$ cat src/rtl/ram_burst_arbiter_if.sv
// Requester and RAM-pin bundle for the activation/weight RAM burst arbiter.
interface ram_burst_arbiter_if #(
    parameter int LEN_W  = 8,
    parameter int ADDR_W = 16
);
    logic [1:0]        req_valid;
    logic [1:0]        req_ready;
    logic              req0_write;
    logic              req1_write;
    logic [ADDR_W-1:0] req0_base;
    logic [ADDR_W-1:0] req1_base;
    logic [LEN_W-1:0]  req0_len;
    logic [LEN_W-1:0]  req1_len;
    logic [7:0]        req0_wdata;
    logic [7:0]        req1_wdata;
    logic [1:0]        wdata_valid;
    logic [1:0]        wdata_ready;
    logic [7:0]        rdata;
    logic [1:0]        rdata_valid;
    logic [1:0]        done;
    logic [ADDR_W-1:0] ram_addr;
    logic [7:0]        ram_wdata;
    logic              ram_read;
    logic              ram_write;
    logic [7:0]        ram_dataout;

    modport slave (
        input  req_valid, req0_write, req1_write, req0_base, req1_base,
               req0_len, req1_len, req0_wdata, req1_wdata, wdata_valid, ram_dataout,
        output req_ready, wdata_ready, rdata, rdata_valid, done,
               ram_addr, ram_wdata, ram_read, ram_write
    );

    modport master (
        output req_valid, req0_write, req1_write, req0_base, req1_base,
               req0_len, req1_len, req0_wdata, req1_wdata, wdata_valid, ram_dataout,
        input  req_ready, wdata_ready, rdata, rdata_valid, done,
               ram_addr, ram_wdata, ram_read, ram_write
    );
endinterface

$ cat src/rtl/ram_burst_arbiter.sv
// Round-robin burst sequencer for the shared 32K x 8 RAM (IO loader = 0, DCNN core = 1).
// Optional RAM clear controller enabled by defining RAM_CLEAR_EN.
module ram_burst_arbiter #(
    parameter int LEN_W  = 8,
    parameter int ADDR_W = 16
) (
    input  logic clk,
    input  logic RST,
    ram_burst_arbiter_if.slave bus
`ifdef RAM_CLEAR_EN
    ,
    input  logic clr_req,
    output logic clr_busy,
    output logic ram_clr
`endif
);
    // state | meaning
    // IDLE  | arbitrate, accept one command
    // READ  | one ram_read per cycle until the burst is issued
    // WRITE | one ram_write per valid data beat
    // DONE  | one-cycle done pulse, update round-robin pointer
    // CLEAR | one-cycle RAM clear (RAM_CLEAR_EN only)
    typedef enum logic [2:0] {IDLE, READ, WRITE, DONE, CLEAR} state_t;

    state_t            state, next_state;
    logic              g, rr_last;
    logic [ADDR_W-1:0] addr;
    logic [LEN_W-1:0]  remaining;
    logic              rd_pend;

    logic              gnt_id, grant, beat;
    logic [ADDR_W-1:0] sel_base;
    logic [LEN_W-1:0]  sel_len;
    logic              sel_write;
    logic [1:0]        req_ready_c, wdata_ready_c, done_c;
    logic              ram_read_c, ram_write_c, clr_c;
    logic [ADDR_W-1:0] ram_addr_c;
    logic [7:0]        ram_wdata_c;

    // Under contention the requester that was not served last wins
    assign gnt_id    = (bus.req_valid == 2'b11) ? ~rr_last : bus.req_valid[1];
    assign sel_base  = gnt_id ? bus.req1_base  : bus.req0_base;
    assign sel_len   = gnt_id ? bus.req1_len   : bus.req0_len;
    assign sel_write = gnt_id ? bus.req1_write : bus.req0_write;

    always_comb begin
        next_state    = state;
        grant         = 1'b0;
        beat          = 1'b0;
        req_ready_c   = '0;
        wdata_ready_c = '0;
        done_c        = '0;
        ram_read_c    = 1'b0;
        ram_write_c   = 1'b0;
        ram_addr_c    = '0;
        ram_wdata_c   = '0;
        clr_c         = 1'b0;
        case (state)
            IDLE: begin
`ifdef RAM_CLEAR_EN
                if (clr_req) next_state = CLEAR;
                else
`endif
                if (bus.req_valid != 2'b00) begin
                    grant               = 1'b1;
                    req_ready_c[gnt_id] = 1'b1;
                    if (sel_len == '0)  next_state = DONE;
                    else if (sel_write) next_state = WRITE;
                    else                next_state = READ;
                end
            end
            READ: begin
                ram_read_c = 1'b1;
                ram_addr_c = addr;
                beat       = 1'b1;
                if (remaining == LEN_W'(1)) next_state = DONE;
            end
            WRITE: begin
                wdata_ready_c[g] = 1'b1;
                ram_write_c      = bus.wdata_valid[g];
                ram_addr_c       = addr;
                ram_wdata_c      = g ? bus.req1_wdata : bus.req0_wdata;
                beat             = ram_write_c;
                if (beat && remaining == LEN_W'(1)) next_state = DONE;
            end
            DONE: begin
                done_c[g]  = 1'b1;
                next_state = IDLE;
            end
`ifdef RAM_CLEAR_EN
            CLEAR: begin
                clr_c      = 1'b1;
                next_state = IDLE;
            end
`endif
            default: next_state = IDLE;
        endcase
    end

    always_ff @(posedge clk) begin
        if (!RST) begin
            state     <= IDLE;
            g         <= 1'b0;
            rr_last   <= 1'b1;
            addr      <= '0;
            remaining <= '0;
            rd_pend   <= 1'b0;
        end else begin
            state   <= next_state;
            rd_pend <= ram_read_c;
            if (grant) begin
                g         <= gnt_id;
                addr      <= sel_base;
                remaining <= sel_len;
            end else if (beat) begin
                addr      <= addr + ADDR_W'(1);
                remaining <= remaining - LEN_W'(1);
            end
            if (state == DONE) rr_last <= g;
        end
    end

    // Outputs are forced low while reset is asserted so a dropped burst cannot leak a strobe
    assign bus.req_ready   = RST ? req_ready_c   : 2'b00;
    assign bus.wdata_ready = RST ? wdata_ready_c : 2'b00;
    assign bus.done        = RST ? done_c        : 2'b00;
    assign bus.rdata_valid = (RST && rd_pend) ? (g ? 2'b10 : 2'b01) : 2'b00;
    assign bus.ram_read    = RST & ram_read_c;
    assign bus.ram_write   = RST & ram_write_c;
    assign bus.ram_addr    = RST ? ram_addr_c  : '0;
    assign bus.ram_wdata   = RST ? ram_wdata_c : '0;
    assign bus.rdata       = bus.ram_dataout;

`ifdef RAM_CLEAR_EN
    assign ram_clr  = RST & clr_c;
    assign clr_busy = RST & clr_c;
`else
    logic unused_clr;
    assign unused_clr = clr_c;
`endif
endmodule

$ cat src/flat_wrapper.sv
// flat-port wrapper written by rule: the top's interface ports become plain ports
module ram_burst_arbiter_flat 
#(
    parameter int LEN_W  = 8,
    parameter int ADDR_W = 16
)
  (clk, RST, bus_req_valid, bus_req0_write, bus_req1_write, bus_req0_base, bus_req1_base, bus_req0_len, bus_req1_len, bus_req0_wdata, bus_req1_wdata, bus_wdata_valid, bus_ram_dataout, bus_req_ready, bus_wdata_ready, bus_rdata, bus_rdata_valid, bus_done, bus_ram_addr, bus_ram_wdata, bus_ram_read, bus_ram_write);
  ram_burst_arbiter_if #(.LEN_W(LEN_W), .ADDR_W(ADDR_W)) bus_i ();
  input  logic clk;
  input  logic RST;
  input wire logic [$bits(bus_i.req_valid)-1:0] bus_req_valid;
  input wire logic [$bits(bus_i.req0_write)-1:0] bus_req0_write;
  input wire logic [$bits(bus_i.req1_write)-1:0] bus_req1_write;
  input wire logic [$bits(bus_i.req0_base)-1:0] bus_req0_base;
  input wire logic [$bits(bus_i.req1_base)-1:0] bus_req1_base;
  input wire logic [$bits(bus_i.req0_len)-1:0] bus_req0_len;
  input wire logic [$bits(bus_i.req1_len)-1:0] bus_req1_len;
  input wire logic [$bits(bus_i.req0_wdata)-1:0] bus_req0_wdata;
  input wire logic [$bits(bus_i.req1_wdata)-1:0] bus_req1_wdata;
  input wire logic [$bits(bus_i.wdata_valid)-1:0] bus_wdata_valid;
  input wire logic [$bits(bus_i.ram_dataout)-1:0] bus_ram_dataout;
  output wire logic [$bits(bus_i.req_ready)-1:0] bus_req_ready;
  output wire logic [$bits(bus_i.wdata_ready)-1:0] bus_wdata_ready;
  output wire logic [$bits(bus_i.rdata)-1:0] bus_rdata;
  output wire logic [$bits(bus_i.rdata_valid)-1:0] bus_rdata_valid;
  output wire logic [$bits(bus_i.done)-1:0] bus_done;
  output wire logic [$bits(bus_i.ram_addr)-1:0] bus_ram_addr;
  output wire logic [$bits(bus_i.ram_wdata)-1:0] bus_ram_wdata;
  output wire logic [$bits(bus_i.ram_read)-1:0] bus_ram_read;
  output wire logic [$bits(bus_i.ram_write)-1:0] bus_ram_write;
  assign bus_i.req_valid = bus_req_valid;
  assign bus_i.req0_write = bus_req0_write;
  assign bus_i.req1_write = bus_req1_write;
  assign bus_i.req0_base = bus_req0_base;
  assign bus_i.req1_base = bus_req1_base;
  assign bus_i.req0_len = bus_req0_len;
  assign bus_i.req1_len = bus_req1_len;
  assign bus_i.req0_wdata = bus_req0_wdata;
  assign bus_i.req1_wdata = bus_req1_wdata;
  assign bus_i.wdata_valid = bus_wdata_valid;
  assign bus_i.ram_dataout = bus_ram_dataout;
  assign bus_req_ready = bus_i.req_ready;
  assign bus_wdata_ready = bus_i.wdata_ready;
  assign bus_rdata = bus_i.rdata;
  assign bus_rdata_valid = bus_i.rdata_valid;
  assign bus_done = bus_i.done;
  assign bus_ram_addr = bus_i.ram_addr;
  assign bus_ram_wdata = bus_i.ram_wdata;
  assign bus_ram_read = bus_i.ram_read;
  assign bus_ram_write = bus_i.ram_write;
  ram_burst_arbiter #(.LEN_W(LEN_W), .ADDR_W(ADDR_W)) u_core (.clk(clk), .RST(RST), .bus(bus_i));
endmodule
$ cat config.mk
export PLATFORM = sky130hd
export DESIGN_NAME = ram_burst_arbiter_flat
export DESIGN_NICKNAME = d
export VERILOG_FILES = /design/src/rtl/ram_burst_arbiter_if.sv /design/src/rtl/ram_burst_arbiter.sv /design/src/flat_wrapper.sv
export SDC_FILE = /design/constraint.sdc
export NUM_CORES = 1
export LEC_CHECK = 0
export CAP_MARGIN = 0
export CORE_ASPECT_RATIO = 1.5
export CORE_MARGIN = 1
export CORE_UTILIZATION = 41
export DETAILED_ROUTE_END_ITERATION = 16
export GPL_ROUTABILITY_DRIVEN = 0
export MAX_ROUTING_LAYER = met4
export PLACE_DENSITY = 0.82
export SLEW_MARGIN = 20
export SYNTH_ARGS = -nofsm -noshare
export SYNTH_HDL_FRONTEND = slang
export SYNTH_SLANG_ARGS = --single-unit
$ cat constraint.sdc
create_clock -name clk -period 2.6 [get_ports clk]
set_input_delay 0.78 -clock clk [delete_from_list [all_inputs] [get_ports clk]]
set_output_delay 0.78 -clock clk [all_outputs]
set_load 0.05 [all_outputs]
==> flow_summary_export.csv, run 1 <==
group,metric,value,unit
yosys,sequential_area_share_after_synthesis,0.240,
sta,max_slew_margin,0.543,
yosys,netlist.top_cell.by_area,"sky130_fd_sc_hd__dfxtp_1",
cells_and_area,filler_cell_count,368,
yosys,asyncSetResetFlopFracSynth,0,
critical_path,path_cells,"clkdlybuf4s15_2 -> buf_4 -> buf_4 -> and3_1 -> buf_12",
yosys,synth_cells,299,
clock_tree,clock-root-buffer,"sky130_fd_sc_hd__clkbuf_8",
clock_tree,cts_num_sinks,29,
critical_path,r2r.worst_path.cells,8,
critical_path,path_buf_inv,4,
power_and_ir_drop,intPower,0.00189,W
yosys,synth_cell_types,51,
die,floorplan.die.height,96.0,um
place,buffer_ports.inserted,105,
hold_path,timing.hold.worst.start,"u_core.state[0]",
sta,final.setup_skew,0.00873,ns
global_route,grt.total_usage,0.288,
cells_and_area,multi_input_comb_area,1770,sq um
clock_tree,cts_hold_repair.buffers,0,
detailed_routing,detail_route.first_pass.iterations,4,
sta,worst_slew_pin_tran,0.682,ns
critical_path,criticalPathCategory,"in -> out",
cells_and_area,final-seq-area,583,sq um
cells_and_area,area_growth_syn_to_layout,74.1,%
cells_and_area,drive_gt1_frac,0.299,
critical_path,r2r-end,"u_core.remaining[1]",
die,fp.dieArea,6210,sq um
die,initial_core_util,0.434,
sta,final-hold-violation-count,0,
yosys,yosysWarningCount,0,
cells_and_area,antenna-diode-count,0,
detailed_routing,drcViolationCount,0,
sta,number_of_max_slew_violations_in_the_final_report,0,
critical_path,critical_path_required,1.82,ns
power_and_ir_drop,power_frac_seq,0.230,
sta,rsz_0062_raised_after_global_routing,"false",
place,dpl.hpwl,6390,um
die,floorplan.rows,33,
place,total_instance_count_after_detailed_placement,474,
clock_tree,tritoncts,"done",
global_route,grt_pass1_wl,13400,um
critical_path,critPathTopFamily,"buffers and inverters",
clock_tree,cts_buffers,5,
critical_path,rr_startpoint,"u_core.state[1]",
yosys,post_synth_instance_area,2420,sq um
power_and_ir_drop,comb_power_share,0.621,
sta,clock.fmax,393,MHz
critical_path,timing.critical_path.slowest_cell_delay,0.28,ns
critical_path,critPathMaxFanout,26,
power_and_ir_drop,cellLeakagePower,1.69,nW
detailed_routing,wl_per_cell,17.3,um
cells_and_area,layout.core_utilization,0.755,
global_route,number_of_antenna_violations_at_the_first_check_in_global_routing,0,
sta,setup_total_negative_slack,0,ns
global_route,first_global_vias,2832,
yosys,synth_seq_cells,29,
cells_and_area,instances_no_fill,482,
power_and_ir_drop,vdd_drop_max,553,uV
clock_tree,worst_setup_hold_path_clk_slew,0.07,ns
yosys,synth-edff-count,0,
hold_path,cell_count_of_the_worst_hold_path,2,
detailed_routing,wl,8340,um
die,io_pins,122,
detailed_routing,routed_via_density,5.97,
outcome,outcome,"finished clean",
critical_path,worstSetupPathDepth,5,
critical_path,critPathMostFrequentCell,"sky130_fd_sc_hd__buf_4",
clock_tree,worst_skew_pair.late_latency,0.29,ns
power_and_ir_drop,power.switching,0.00146,W
yosys,ys_dominant_reg_cell,"sky130_fd_sc_hd__dfxtp_1",
clock_tree,cts.htree.levels,2,
detailed_routing,initialDrtViolationCount,141,
critical_path,end_kind,"output port",
clock_tree,cts_buffer_depth,2,
detailed_routing,route.antenna.remaining_nets,0,
power_and_ir_drop,fraction_of_power_spent_switching_nets,0.436,
yosys,ys_top_cells_by_area,"sky130_fd_sc_hd__dfxtp_1 24%, sky130_fd_sc_hd__mux2_2 8.4%, sky130_fd_sc_hd__and3_1 6.2%",
hold_path,worstHoldEndpoint,"u_core.state[0]",
flow_run,maxCapViolations,0,
cells_and_area,layout.nets,499,
die,core,5570,sq um
detailed_routing,total_number_of_vias,2877,
critical_path,cp_data_arrival_time,1.76,ns
sta,final.min_clock_period,2.54,ns
hold_path,worst_min_delay_path_category,"reg -> reg",
critical_path,timing.reg2reg.setup_slack,0.33,ns
critical_path,critPathSlowestCell,"sky130_fd_sc_hd__and3_1",
global_route,pin_count_of_the_biggest_net_entering_global_routing,32,
power_and_ir_drop,power-per-cell-area,795,nW/um^2
sta,finalSetupViolations,0,
global_route,grt.overflow.total,0,
die,die_w,64.7,um
sta,post-route-period-util,0.978,
yosys,postSynthAreaPerCell,8.08,sq um
critical_path,cp-start-kind,"input port",
power_and_ir_drop,p_clk_frac,0.149,
yosys,post-synth-top-area-fraction,0.240,
yosys,synth_fp_nets,387,
cell families (layout without fill, tap and decap cells):
| kind of cell | after synthesis | count (layout) | share of synthesized area |
|---|---|---|---|
| AO/OA/AOI/OAI | 94 | 94 | 0.262 |
| XOR/XNOR | 4 | 4 | 0.0145 |
| adder cells (fa/ha/maj) | 8 | 8 | 0.0414 |
| buffers and inverters | 40 | 153 | 0.0766 |
| flip-flops | 29 | 29 | 0.240 |
| multiplexers | 28 | 28 | 0.127 |
| AND/OR/NAND/NOR | 96 | 96 | 0.238 |
metrics by stage:
step	hold WS, ns	cell area, sq um	power [W]	worst slack (ns)
3_5_place_dp	0.493	4030	0.00278	-0.342
4_1_cts	0.518	4220	0.00334	0.00254
2_1_floorplan	0.455	2450	0.00192	-0.0752
5_1_grt	0.527	4210	0.00354	0.00228
6_report	0.502	4210	0.00335	0.0583
3_3_place_gp	0.472	4030	0.00273	-0.329
layout make-up:
type,count,share of cell area
clock inverter,1,0.00713
timing repair buffer,133,0.383
sequential,29,0.139
tap,70,0.0208
multi-input combinational,230,0.420
clock buffer,7,0.0205
inverter,12,0.0107
placed cells by master (no fill, tap or decap), drive strengths merged, types with 5 or more instances in the layout:
master / count
clkdlybuf4s50: 66
buf: 62
o21ai: 31
dfxtp: 29
and3: 24
mux2: 22
nand2: 17
a31oi: 14
inv: 12
o31ai: 9
and2: 9
a22o: 8
ha: 8
a21oi: 7
or3: 7
clkbuf: 7
or4: 7
mux2i: 6
nand3: 5
and4: 5
a211oi: 5
nor4: 5
registers in the layout, summed over array words and instances, names as in the netlist:
signal            cells
u_core.addr          16
u_core.rr_last        1
u_core.state          2
u_core.remaining      8
u_core.rd_pend        1
u_core.g              1
cell usage after synthesis (3+ instances only):
cell type and instances:
sky130_fd_sc_hd__or4_1 5, sky130_fd_sc_hd__xnor2_1 4, sky130_fd_sc_hd__dfxtp_1 29, sky130_fd_sc_hd__o31ai_1 9, sky130_fd_sc_hd__ha_1 8, sky130_fd_sc_hd__buf_4 8
sky130_fd_sc_hd__a31oi_1 14, sky130_fd_sc_hd__mux2_1 4, sky130_fd_sc_hd__o21ai_0 29, sky130_fd_sc_hd__a32oi_1 3, sky130_fd_sc_hd__inv_1 12, sky130_fd_sc_hd__nor4_1 5
sky130_fd_sc_hd__nand2_1 17, sky130_fd_sc_hd__a22o_1 8, sky130_fd_sc_hd__buf_2 4, sky130_fd_sc_hd__nor3_1 4, sky130_fd_sc_hd__a21oi_1 6, sky130_fd_sc_hd__a211oi_1 5
sky130_fd_sc_hd__and4_1 5, sky130_fd_sc_hd__and3_1 24, sky130_fd_sc_hd__or3_1 6, sky130_fd_sc_hd__nor2_1 3, sky130_fd_sc_hd__and2_1 9, sky130_fd_sc_hd__mux2i_1 6
sky130_fd_sc_hd__nand4_1 4, sky130_fd_sc_hd__clkbuf_1 16, sky130_fd_sc_hd__nand3_1 5, sky130_fd_sc_hd__mux2_2 18
power by group through the flow:
stage                     registers, W  clock network [W]  logic (W)
after floorplan               0.000708                  0    0.00121
after detailed placement      0.000762                  0    0.00202
after CTS                     0.000757           0.000504    0.00208
after global routing          0.000793           0.000520    0.00223
after global placement        0.000749                  0    0.00198
final                         0.000770           0.000499    0.00208
layer usage:
metal	global-route usage	wire length, um	vias up
li1	-	-	1360
met1	0.285	2990	1353
met2	0.526	4500	138
met3	0.0521	522	26
met4	0.163	332	0
met5	-	0	-
worst max path at each step:
| stage | startpoint | end | slack (ns) |
|---|---|---|---|
| after CTS | RST | bus_ram_wdata[5] | 0.003 |
| final | RST | bus_req_ready[1] | 0.06 |
| after global routing | RST | bus_req_ready[1] | 0.002 |
| after global placement | RST | bus_ram_wdata[1] | -0.33 |
| after floorplan | RST | bus_ram_wdata[1] | -0.08 |
| after detailed placement | RST | bus_ram_wdata[5] | -0.34 |
worst reg2reg max path, delay by kind of cell, from the launching register on:
family	cells	cell delay, ns
buffers and inverters	3	0.40
AO/OA/AOI/OAI	2	0.81
adder cells (fa/ha/maj)	1	0.41
flip-flops	1	0.38
AND/OR/NAND/NOR	2	0.18
what timing repair did:
action	4_1_cts	5_1_grt
setup buffers	1	0
setup endpoints to repair	34	21
pin swaps	2	1
resized for setup	21	3
No activity file was read; power rests on OpenSTA's default activity.
==> inputs of run 2 (changes only) <==
--- a/config.mk
+++ b/config.mk
@@ -12,7 +12,7 @@
 export DETAILED_ROUTE_END_ITERATION = 16
 export GPL_ROUTABILITY_DRIVEN = 0
 export MAX_ROUTING_LAYER = met4
-export PLACE_DENSITY = 0.82
+export PLACE_DENSITY = 0.92
 export SLEW_MARGIN = 20
 export SYNTH_ARGS = -nofsm -noshare
 export SYNTH_HDL_FRONTEND = slang
==> run 2 against run 1 <==
Global-route usage up 2.8 points. Wire length up 10%. Worst hold slack worse by 0.0029 ns. First-iteration DRC count up 33%. Die area unchanged. Critical path type unchanged. Critical endpoint is now bus_ram_wdata[1]. Largest cell class unchanged. Largest power group unchanged.
==> flow_summary_export.csv, run 2 (synthesized netlist as in run 1, its figures left out) <==
group,metric,value,unit
sta,setup_ws_post_layout,0.0132,ns
clock_tree,worst_skew_pair.late_latency,0.30,ns
clock_tree,clock-root-buffer,"sky130_fd_sc_hd__clkbuf_8",
critical_path,path_cells,"clkdlybuf4s15_2 -> buf_6 -> and3_4 -> buf_6 -> a22o_4 -> buf_12",
detailed_routing,detail_route.first_pass.iterations,5,
die,initial_core_util,0.434,
critical_path,critPathMostFrequentCell,"sky130_fd_sc_hd__buf_6",
critical_path,cp-start-kind,"input port",
detailed_routing,routed_via_density,6.12,
place,place_ws,-0.452,ns
cells_and_area,antenna-diode-count,0,
clock_tree,cts_buffer_depth,2,
detailed_routing,total_number_of_vias,2921,
place,buffer_ports.inserted,105,
die,floorplan.rows,33,
global_route,grt.total_usage,0.316,
outcome,outcome,"finished clean",
power_and_ir_drop,p_clk_frac,0.119,
cells_and_area,regMostFlops,"u_core.addr",
clock_tree,post-cts-setup-buffers,0,
sta,max_slew_margin,0.552,
cells_and_area,number_of_flip_flops_in_the_largest_register,16,
sta,final-hold-violation-count,0,
critical_path,critPathMaxFanout,5,
power_and_ir_drop,fraction_of_power_spent_switching_nets,0.456,
cells_and_area,area_growth_syn_to_layout,74.2,%
sta,final.setup_skew,0.0115,ns
critical_path,critPathSlowestCell,"sky130_fd_sc_hd__a22o_4",
detailed_routing,wl,9200,um
critical_path,cp_data_arrival_time,1.81,ns
sta,worst_slew_pin_tran,0.668,ns
critical_path,critPathTopFamily,"buffers and inverters",
detailed_routing,wl_per_cell,19.3,um
cells_and_area,most_frequent_cells_in_the_layout,"66 x sky130_fd_sc_hd__clkdlybuf4s50_1, 39 x sky130_fd_sc_hd__buf_12, 29 x sky130_fd_sc_hd__o21ai_0, 27 x sky130_fd_sc_hd__dfxtp_1",
sta,post-route-period-util,0.995,
clock_tree,cts_num_sinks,29,
cells_and_area,layout.nets,495,
global_route,first_global_vias,3004,
cells_and_area,final_area,4210,sq um
global_route,grt.overflow.total,0,
sta,final.min_clock_period,2.59,ns
cells_and_area,drive_gt1_frac,0.292,
critical_path,criticalPathCategory,"in -> out",
power_and_ir_drop,power_frac_seq,0.235,
detailed_routing,drcViolationCount,0,
global_route,number_of_antenna_violations_at_the_first_check_in_global_routing,0,
power_and_ir_drop,cellLeakagePower,1.67,nW
cells_and_area,reg.largest.list,"u_core.addr (16), u_core.remaining (8), u_core.state (2)",
sta,clock.fmax,387,MHz
clock_tree,cts.htree.levels,2,
critical_path,end_kind,"output port",
power_and_ir_drop,comb_power_share,0.645,
clock_tree,tritoncts,"done",
detailed_routing,initialDrtViolationCount,187,
power_and_ir_drop,power.switching,0.00149,W
power_and_ir_drop,vdd_drop_max,472,uV
cells_and_area,layout_commonest_cell,"sky130_fd_sc_hd__clkdlybuf4s50_1",
die,io_pins,122,
critical_path,path_buf_inv,4,
die,fp.dieArea,6210,sq um
cells_and_area,instances_no_fill,477,
die,floorplan.die.height,96.0,um
die,die_w,64.7,um
clock_tree,cts_buffers,5,
global_route,pin_count_of_the_biggest_net_entering_global_routing,32,
detailed_routing,route.antenna.remaining_nets,0,
place,total_instance_count_after_detailed_placement,468,
sta,finalSetupViolations,0,
cells_and_area,filler_cell_count,345,
place,placedInstanceArea,4020,sq um
die,core,5570,sq um
flow_run,maxCapViolations,0,
hold_path,worst_min_delay_path_category,"reg -> reg",
clock_tree,worst_setup_hold_path_clk_slew,0.07,ns
place,dpl.hpwl,6750,um
global_route,grt_pass1_wl,14500,um
critical_path,critical_path_required,1.82,ns
sta,number_of_max_slew_violations_in_the_final_report,0,
critical_path,timing.critical_path.slowest_cell_delay,0.23,ns
power_and_ir_drop,power-per-cell-area,778,nW/um^2
power_and_ir_drop,intPower,0.00178,W
-- run 2: worst register-to-register path, cell delays in order (launching register included) --
cell	delay, ns
sky130_fd_sc_hd__dfxtp_2	0.38
sky130_fd_sc_hd__inv_1	0.08
sky130_fd_sc_hd__ha_2	0.37
sky130_fd_sc_hd__buf_12	0.17
sky130_fd_sc_hd__and3_1	0.16
sky130_fd_sc_hd__a32oi_1	0.07
sky130_fd_sc_hd__buf_4	0.21
sky130_fd_sc_hd__or4_1	0.51
sky130_fd_sc_hd__a31oi_1	0.19
-- run 2: path summary, 6_finish.rpt --
kind | from | to | slack, ns | depth (start not counted)
hold reg to reg | u_core.remaining[6] | u_core.remaining[6] | 0.50 | 2
hold / removal | u_core.remaining[6] | u_core.remaining[6] | 0.50 | 2
setup / recovery | RST | bus_ram_wdata[1] | 0.01 | 6
setup reg to reg | u_core.state[0] | u_core.addr[10] | 0.38 | 8
-- run 2: repair_timing --
item,CTS,global route
setup endpoints to repair,34,24
pin swaps,0,1
gates cloned,1,1
resized for setup,21,9
hold buffers,0,0
-- run 2: metrics by stage --
step	TNS [ns]	utilization	total power [W]	hold WS [ns]
6_report	0	0.756	0.00327	0.499
2_1_floorplan	-0.526	-	0.00192	0.455
3_3_place_gp	-5.69	0.721	0.00270	0.464
3_5_place_dp	-7.37	0.721	0.00278	0.485
5_1_grt	-0.0124	0.756	0.00344	0.513
4_1_cts	0	0.749	0.00320	0.494
-- run 2: area by class of cell --
cell class,count,area [sq um],area share
Clock buffer,7,86.3,0.0205
Inverter,12,45.0,0.0107
Multi-Input combinational cell,231,1770,0.421
Sequential cell,29,583,0.138
Tap cell,70,87.6,0.0208
Timing Repair Buffer,128,1640,0.388
-- run 2: power groups by stage --
stage | Sequential, W | Clock [W] | Combinational (W)
after floorplan | 0.000708 | 0 | 0.00121
after global placement | 0.000750 | 0 | 0.00195
after detailed placement | 0.000763 | 0 | 0.00202
after CTS | 0.000755 | 0.000390 | 0.00206
after global routing | 0.000789 | 0.000411 | 0.00224
final | 0.000771 | 0.000390 | 0.00211
-- run 2: per-layer routing --
metal	wire [um]	track usage	part of all wire
met1	3090	0.287	0.34
met2	5060	0.598	0.55
met3	639	0.0675	0.069
met4	407	0.183	0.044
met5	0	-	0
==> inputs of run 3 (changes only) <==
--- a/config.mk
+++ b/config.mk
@@ -12,7 +12,7 @@
 export DETAILED_ROUTE_END_ITERATION = 16
 export GPL_ROUTABILITY_DRIVEN = 0
 export MAX_ROUTING_LAYER = met4
-export PLACE_DENSITY = 0.92
+export PLACE_DENSITY_LB_ADDON = 0.05
 export SLEW_MARGIN = 20
 export SYNTH_ARGS = -nofsm -noshare
 export SYNTH_HDL_FRONTEND = slang
==> run 3 against run 2 <==
Core utilization rose by 1.3 points. Worst setup slack improved by 0.070 ns. Critical path type unchanged. Largest power group unchanged. First-iteration DRC count fell by 43%. Critical path depth did not move. Clock power rose by 28%. Clock skew fell by 0.0031 ns.
==> flow_summary_export.csv, run 3 (synthesized netlist as in run 1, its figures left out) <==
group,metric,value,unit
cells_and_area,number_of_flip_flops_in_the_largest_register,16,
detailed_routing,drcViolationCount,0,
critical_path,end_kind,"output port",
detailed_routing,routed_via_density,5.74,
cells_and_area,antenna-diode-count,0,
sta,finalSetupViolations,0,
sta,hold_ws,0.511,ns
global_route,pin_count_of_the_biggest_net_entering_global_routing,47,
detailed_routing,total_number_of_vias,2814,
cells_and_area,drive_gt1_frac,0.312,
critical_path,r2r.worst_path.cells,14,
cells_and_area,layout.core_utilization,0.769,
place,place_ws,-0.326,ns
power_and_ir_drop,vdd_drop_max,429,uV
global_route,number_of_antenna_violations_at_the_first_check_in_global_routing,0,
outcome,outcome,"finished clean",
critical_path,critPathTopFamily,"buffers and inverters",
global_route,grt_pass1_wl,13000,um
global_route,first_global_vias,2714,
hold_path,worst_min_delay_path_category,"reg -> reg",
clock_tree,cts_buffers,5,
detailed_routing,wl_per_cell,16.7,um
cells_and_area,regMostFlops,"u_core.addr",
critical_path,worstSetupPathDepth,6,
sta,rsz_0062_raised_after_global_routing,"false",
cells_and_area,final_area,4290,sq um
sta,clock.fmax,397,MHz
clock_tree,cts_num_sinks,29,
die,initial_core_util,0.434,
sta,max_slew_margin,0.746,
cells_and_area,most_frequent_cells_in_the_layout,"66 x sky130_fd_sc_hd__clkdlybuf4s50_1, 36 x sky130_fd_sc_hd__buf_12, 30 x sky130_fd_sc_hd__buf_4, 29 x sky130_fd_sc_hd__o21ai_0, 28 x sky130_fd_sc_hd__dfxtp_1",
critical_path,path_buf_inv,3,
critical_path,critical_path_required,1.82,ns
clock_tree,worst_skew_pair.late_latency,0.28,ns
critical_path,critPathSlowestCell,"sky130_fd_sc_hd__a22o_4",
detailed_routing,route.antenna.remaining_nets,0,
power_and_ir_drop,power-per-cell-area,786,nW/um^2
die,floorplan.rows,33,
die,die_w,64.7,um
hold_path,cell_count_of_the_worst_hold_path,2,
die,core,5570,sq um
die,floorplan.die.height,96.0,um
cells_and_area,area_growth_syn_to_layout,77.3,%
clock_tree,tritoncts,"done",
place,dpl.hpwl,6020,um
critical_path,critPathMaxFanout,4,
power_and_ir_drop,cellLeakagePower,1.74,nW
clock_tree,cts.htree.levels,2,
sta,final.min_clock_period,2.52,ns
clock_tree,worst_setup_hold_path_clk_slew,0.07,ns
clock_tree,cts_buffer_depth,2,
critical_path,cp-start-kind,"input port",
detailed_routing,wl,8190,um
sta,number_of_max_slew_violations_in_the_final_report,0,
clock_tree,cts_hold_repair.buffers,0,
global_route,grt.total_usage,0.278,
sta,final.setup_skew,0.00841,ns
cells_and_area,reg.largest.list,"u_core.addr (16), u_core.remaining (8), u_core.state (2)",
sta,final-hold-violation-count,0,
flow_run,maxCapViolations,0,
cells_and_area,layout_commonest_cell,"sky130_fd_sc_hd__clkdlybuf4s50_1",
place,buffer_ports.inserted,105,
place,placedInstanceArea,4020,sq um
global_route,grt.overflow.total,0,
critical_path,timing.reg2reg.setup_slack,0.37,ns
critical_path,cp_data_arrival_time,1.74,ns
critical_path,path_cells,"buf_2 -> nor2b_2 -> and2_4 -> buf_6 -> a22o_4 -> buf_12",
clock_tree,clock-root-buffer,"sky130_fd_sc_hd__clkbuf_8",
die,fp.dieArea,6210,sq um
sta,post-route-period-util,0.968,
sta,setup_ws_post_layout,0.0830,ns
critical_path,timing.critical_path.slowest_cell_delay,0.25,ns
sta,worst_slew_pin_tran,0.377,ns
cells_and_area,layout.nets,507,
critical_path,criticalPathCategory,"in -> out",
die,io_pins,122,
detailed_routing,initialDrtViolationCount,107,
detailed_routing,detail_route.first_pass.iterations,4,
sta,setup_total_negative_slack,0,ns
## run 3: cell types whose count changed in the layout (fill, tap and decap cells not counted), sizes merged
cell	previous run	this run
dlygate4sd2	3	4
clkbuf	7	6
and2	10	9
clkdlybuf4s15	2	0
clkinvlp	0	1
bufinv	0	1
buf	57	71
## run 3: per-stage QoR
stage	instances	total power, W
floorplan	299	0.00192
global route	490	0.00356
global placement	473	0.00270
CTS	490	0.00334
detailed placement	473	0.00273
finish	490	0.00337
## run 3: routing by layer
| metal | global-route usage | up-vias | share of wire |
|---|---|---|---|
| met5 | - | - | 0 |
| met4 | 0.0833 | 0 | 0.014 |
| met3 | 0.0450 | 12 | 0.043 |
| met2 | 0.525 | 95 | 0.55 |
| met1 | 0.292 | 1327 | 0.39 |
| li1 | - | 1380 | - |
## run 3: worst paths after layout
check                                         start                   to
worst min-delay path            u_core.remaining[7]  u_core.remaining[7]
worst max register to register      u_core.state[1]  u_core.remaining[5]
worst max-delay path                            RST     bus_ram_wdata[3]
worst min register to register  u_core.remaining[7]  u_core.remaining[7]
## run 3: cell type report
cell class                 count  area, sq um
multi-input combinational    230         1760
timing repair buffer         141         1690
fill                         405         1290
sequential                    29          582
tap                           70         87.6
clock buffer                   6         82.6
inverter                      12         45.0
clock inverter                 2         37.5
## run 3: where the power goes
group / total (W) / internal (W) / switching [W]
sequential: 0.000768 / 0.000588 / 0.000180
clock: 0.000498 / 0.000311 / 0.000187
combinational: 0.00210 / 0.00100 / 0.00110
## run 3: worst min-delay path, delay by kind of cell, from the launching register on
family          cells  cell delay, ns
flops               1            0.33
compound gates      2            0.13
## run 3: timing repair
item / in CTS / in global routing
gates cloned: 1 / 0
resized for setup: 23 / 4
pin swaps: 7 / 0
setup buffers: 8 / 0
setup endpoints to repair: 33 / 25
